### src/rtl/afifo_rd_drain.sv
// afifo_rd_drain: read-domain drain stage behind the async FIFO's FWFT read port.
// It pops FIFO words into a 2-entry skid buffer and presents them on a valid/ready stream.
// It also counts the completed output handshakes.
module afifo_rd_drain #(
  parameter int unsigned DSIZE = 8,
  parameter int unsigned CNTW  = 16
) (
  input  logic             rclk,
  input  logic             rrst,
  input  logic             rempty,
  input  logic [DSIZE-1:0] rdata,
  output logic             rinc,
  output logic             out_valid,
  output logic [DSIZE-1:0] out_data,
  input  logic             out_ready,
  output logic [1:0]       occ,
  output logic [CNTW-1:0]  xfer_cnt
);

  typedef enum logic [1:0] {
    EMPTY = 2'd0,
    ONE   = 2'd1,
    TWO   = 2'd2
  } state_e;

  state_e           state_q, state_d;
  logic [DSIZE-1:0] head_q, head_d;
  logic [DSIZE-1:0] tail_q, tail_d;
  logic [CNTW-1:0]  cnt_q, cnt_d;
  logic             push;
  logic             pop;

  // The pop strobe depends only on registered occupancy, so downstream ready never reaches the FIFO
  assign rinc      = !rrst && !rempty && (state_q != TWO);
  assign out_valid = (state_q != EMPTY);
  assign out_data  = head_q;
  assign occ       = 2'(state_q);
  assign xfer_cnt  = cnt_q;
  assign push      = rinc;
  assign pop       = out_valid && out_ready;

  // State, slots and counter registers; an asynchronous reset discards any buffered words
  always_ff @(posedge rclk or posedge rrst) begin
    if (rrst) begin
      state_q <= EMPTY;
      head_q  <= '0;
      tail_q  <= '0;
      cnt_q   <= '0;
    end else begin
      state_q <= state_d;
      head_q  <= head_d;
      tail_q  <= tail_d;
      cnt_q   <= cnt_d;
    end
  end

  // Next state: the head always holds the oldest word, and the tail is used only when both slots are full
  always_comb begin
    state_d = state_q;
    head_d  = head_q;
    tail_d  = tail_q;
    cnt_d   = pop ? cnt_q + CNTW'(1) : cnt_q;
    unique case (state_q)
      EMPTY: begin
        if (push) begin
          head_d  = rdata;
          state_d = ONE;
        end
      end
      ONE: begin
        if (push && pop) begin
          head_d = rdata;
        end else if (push) begin
          tail_d  = rdata;
          state_d = TWO;
        end else if (pop) begin
          state_d = EMPTY;
        end
      end
      TWO: begin
        if (pop) begin
          head_d  = tail_q;
          state_d = ONE;
        end
      end
      default: state_d = EMPTY;
    endcase
  end

endmodule

### config.mk
export PLATFORM = sky130hd
export DESIGN_NAME = afifo_rd_drain
export DESIGN_NICKNAME = d
export VERILOG_FILES = /design/src/rtl/afifo_rd_drain.sv
export SDC_FILE = /design/constraint.sdc
export NUM_CORES = 1
export LEC_CHECK = 0
export CORE_UTILIZATION = 43
export DETAILED_ROUTE_END_ITERATION = 7
export PLACE_DENSITY = 0.74
export SLEW_MARGIN = 15
export SYNTH_ARGS = -nofsm -noshare
export SYNTH_HDL_FRONTEND = slang
export SYNTH_SLANG_ARGS = --single-unit
### constraint.sdc
create_clock -name rclk -period 1.5 [get_ports rclk]
set_clock_uncertainty 0.05 [all_clocks]
set_input_delay 0.375 -clock rclk [delete_from_list [all_inputs] [get_ports rclk]]
set_output_delay 0.375 -clock rclk [all_outputs]
set_load 0.1 [all_outputs]
# Word level (Yosys, flattened, before mapping)
# Index checks and enable logic that the tools add are counted.
[word_totals]
reg_bits = 34
latch_bits = 0
ram_bits = 0
mem_bits_ro = 0
in_bits = 12
elab_cells = 36
n_memories = 0
[classes]
n_addsub = 1
multipliers = 0
div_mod_pow = 0
order_cmp = 0
eq_ne = 8
n_shift = 0
muxes = 10
n_bitwise = 1
reduce_logical = 12
[op_table]
columns = ["cell", "n"]
rows = [
  ["$mux 8", 3],
  ["$pmux 8 s3", 1],
  ["$add 16x1->16 const B", 1],
  ["$mux 2", 5],
  ["$ne 2x2->1 const B", 5],
  ["$reduce_and 4->1", 2],
  ["$pmux 2 s3", 1],
  ["$logic_and 1x1->1", 4],
  ["$ne 3x3->1 const B", 1],
  ["$reduce_and 3->1", 1],
  ["$reduce_bool 3->1", 1],
  ["$eq 2x1->1 const B", 1],
  ["$eq 2x2->1 const B", 1],
  ["$logic_not 1->1", 2],
  ["$logic_not 2->1", 1],
  ["$reduce_bool 2->1", 1],
  ["$not 1->1", 1],
]

# Depth between registers and ports, before layout
[logic_depth]
depth_word = 6
depth_mapped = 6
mapped_depth_nobuf = 5

# Worst setup path before layout
# OpenSTA, ideal clock, no wires.
[synth_timing]
kind = "reg-to-output"
start = "reg state_q[0] (netlist: occ[0])"
end = "out rinc"
arrival_time_ns = 2.207
t_required_ns = 1.075
setup_slack_ns = -1.132
stages_incl_launch_ff = 4
path_cell_list = "dfrtp_1 nand2b_1 buf_2 and2_1"
[synth_via]
elab_chain_cells = 2
[synth_rtl]
columns = ["element", "line", "rtl"]
rows = [
  ["start, declared", "26", "state_e state_q, state_d;"],
  ["start signal, assigned", "50", "state_q <= state_d;"],
  ["$ne 2x2->1", "34", "assign rinc = !rrst && !rempty && (state_q != TWO);"],
  ["$logic_and 1x1->1", "34", ""],
  ["end, declared", "12", "output logic rinc,"],
]
# No other way between the ends.

# Final worst setup path
[layout_timing]
start = "reg state_q[0] (netlist: occ[0])"
end = "reg head_q[1] (netlist: out_data[1])"
[layout_via]
elab_chain_cells = 5
[layout_rtl]
columns = ["element", "line", "rtl"]
rows = [
  ["$ne 2x2->1 or $reduce_bool 2->1 (tied branches)", "34, 35", ""],
  ["$logic_and 1x1->1 (on tied branches)", "34, 40", ""],
  ["$logic_and 1x1->1", "71", "if (push && pop) begin"],
  ["$ne 2x2->1 (no line)", "n/a", ""],
  ["$reduce_and 4->1 (no line)", "n/a", ""],
  ["end signal, assigned", "46", "head_q <= '0;"],
  ["end signal, assigned", "51", "head_q <= head_d;"],
  ["end, declared", "27", "logic [DSIZE-1:0] head_q, head_d;"],
]
# Parallel ways exist; a longest one is shown, timed or not.
# A chain may end at the register's enable or synchronous reset.

==> results.yml <==
power:
  power_frac_comb_pct: 53.2
  leakage_nw: 1.28
  p_switching_mw: 1.97
  clockPowerShare_pct: 14.7
  p_seq_share_pct: 32.0
  power.switching_fraction_pct: 43.7
  power_density_nw_per_um2: 1600
  peakVddDrop_uv: 1340
  internal_power_mw: 2.54
logic_synthesis:
  synth.avg_cell_area_sq_um: 12.1
  synth_top_area_cell: "dfrtp_1"
  synth_cell_types: 30
  synth_area_sq_um: 1560
  synth_common_cells: "dfrtp_1, nor2_1, xnor2_1"
  synth_edf_count: 0
  yosysSeqAreaShare_pct: 54.5
  ys_seq_elements: 34
  synth_warnings: 0
  synth_most_common_cell: "dfrtp_1"
  synthArstFlopShare_pct: 100
  yosys-top-cells-area: "dfrtp_1, mux2_2, xnor2_1, mux2i_1, nor2_1"
  synth_fp_nets: 142
  synthCells: 129
  synthFlopType: "dfrtp_1"
  synth_top_area_share_pct: 54.5
routing:
  wl_um: 4270
  viasPerCell: 5.09
  ant_nets: 0
  drt_first_pass_iters: 4
  wire_per_inst_um: 17.0
  routed-via-count: 1278
  drt_iter0_drc: 63
  drc: 0
critical_path:
  cp.arrival_ps: 1970
  r2r-end: "out_data[1]"
  reg2reg_depth: 8
  reg2reg_slack_ps: -240
  cp_data_required_time_ps: 1730
  crit-reg2reg-launch: "occ[0]"
  critPathKind: "register to register"
  end_kind: "register"
  crit_fanout: 8
  cp-start-kind: "register"
floorplan:
  boundaryPins: 40
  row_count: 21
  start_util_pct: 45.7
  core_region_area_sq_um: 3420
  die_area_sq_um: 3880
  fp.dieH_um: 62.3
  die_w_um: 62.3
clock_network:
  cts_root_buf: "clkbuf_4"
  cts-buffers-inserted: 5
  tritoncts: "done"
  clkLatencyLatePin_ps: 340
  h-tree-depth: 2
  clk_pin_slew_ps: 100
  cts_hold_buf: 0
  clock_path_buffers: 2
  numClockSinks: 34
layout:
  fin_nets: 217
  fin_cells: 251
  antenna_cells: 0
  syn_to_final_growth_pct: 81.2
  fin_util_pct: 82.9
  final_layout_size_suffix_gt1_share_pct: 60.5
global_routing:
  grt_pass1_wl_um: 6520
  antenna_found_initial: 0
  grt_overflow: 0
  grt_pass1_vias: 1346
  grt_max_degree: 19
  grtUsageTotal_pct: 22.0
run_status:
  status: "finished, violations left"
  violations: "setup timing"
placement:
  gp_congestion: 0.754
  dp_hpwl_um: 2640
  post-place-cells: 222
  dp_slack_ps: -453
  portBuffers: 39
sta:
  whs_ps: 272
  fin_crit_ps: 1740
  fin_crit_sh_pct: 116
  hold_viol: 0
  finalMaxSlewViolations: 0
  maxSlewHeadroom_pct: 73.3
  worst_pin_slew_ps: 401
  rsz0062_at_grt: "true"
  setup_viol: 21
  setup_ws_ps: -243
  fmax_mhz: 574
run:
  cap_violations: 0
worst_hold_path:
  hold_path_class: "input pin to async pin"
-- cell families (layout without fill, tap and decap cells) --
logic type | count (synthesis) | in the layout | synth area share, %
xor+xnor | 15 | 15 | 8.41
buf+inv | 7 | 83 | 2.80
fa+ha+maj | 1 | 1 | 0.801
mux | 18 | 18 | 12.3
flops | 34 | 34 | 54.5
compound gates | 14 | 14 | 7.37
simple gates | 40 | 40 | 13.9
-- how the worst max path moves through the flow --
stage	end	slack, ps	cells after the start	start
3_3_place_gp	xfer_cnt[15]	-390	5	out_ready
3_5_place_dp	xfer_cnt[15]	-450	5	out_ready
5_1_grt	out_data[2]	-290	8	occ[0]
2_1_floorplan	xfer_cnt[1]	-250	4	occ[1]
6_report	out_data[1]	-240	8	occ[0]
4_1_cts	rinc	-230	3	occ[0]
-- flip-flops by register name (all words and copies together), names as in the netlist --
name      count
xfer_cnt     16
out_data      8
occ           2
tail_q        8
-- stage by stage --
stage / power (mW) / cell area [sq um] / TNS, ps
global route: 4.65 / 2830 / -4190
detailed placement: 3.66 / 2540 / -11890
floorplan: 2.80 / 1730 / -3620
finish: 4.51 / 2830 / -3420
CTS: 4.36 / 2700 / -1390
global placement: 3.59 / 2540 / -10490
-- power groups by stage --
stage | registers [mW] | logic, mW | clock network (mW)
final | 1.45 | 2.40 | 0.664
after global routing | 1.47 | 2.47 | 0.711
after CTS | 1.46 | 2.23 | 0.672
after detailed placement | 1.49 | 2.17 | 0
after global placement | 1.46 | 2.13 | 0
after floorplan | 2.33 | 0.469 | 0
-- cell usage in the layout, fill, tap and decap left out, types with 2 or more instances in the layout --
cell type and count:
clkbuf_2 2, nand2_1 6, xor2_1 4, inv_1 3
nand3_1 5, a21oi_1 2, nor2_1 7, and4_4 2
a21oi_2 8, clkbuf_1 2, dfrtp_2 4, nor2_2 3
mux2_2 5, clkdlybuf4s50_1 8, dfrtp_4 12, nor3_2 3
dfrtp_1 18, mux2_4 4, buf_12 31, nand4_1 2
nor2_4 2, clkbuf_4 5, buf_6 6, xnor2_1 11
buf_4 23, mux2i_1 9, nand2_4 2
-- what timing repair did --
action                                  4_1_cts  5_1_grt
buffers inserted                             11        9
endpoints found under the setup margin       24       31
resized for setup                             6       14
pin swaps                                     2        4
cloned                                        0        1
-- layer usage --
layer / track usage [%] / routed length, um / part of all wire (%) / up-vias
li1: - / - / - / 600
met4: 7.85 / 66 / 1.5 / 0
met1: 27.0 / 1780 / 42 / 626
met3: 6.25 / 193 / 4.5 / 10
met2: 36.8 / 2230 / 52 / 42
met5: 0 / 0 / 0 / -
-- critical path: stages, from the launching register on --
cell and delay (ps):
dfrtp_4 520, buf_4 150, buf_6 110, nor2b_4 150, o41ai_4 230, buf_4 200
buf_12 130, nor2_1 50, a21oi_2 100
-- final cells by class --
cell class / instances / area [sq um]
Clock buffer: 7 / 45.0
Clock inverter: 1 / 30.0
Multi-Input combinational cell: 88 / 801
Tap cell: 46 / 57.6
Inverter: 3 / 11.3
Sequential cell: 34 / 901
Timing Repair Buffer: 72 / 985
Fill cell: 194 / 586
Power figures use the tool's default switching activity.
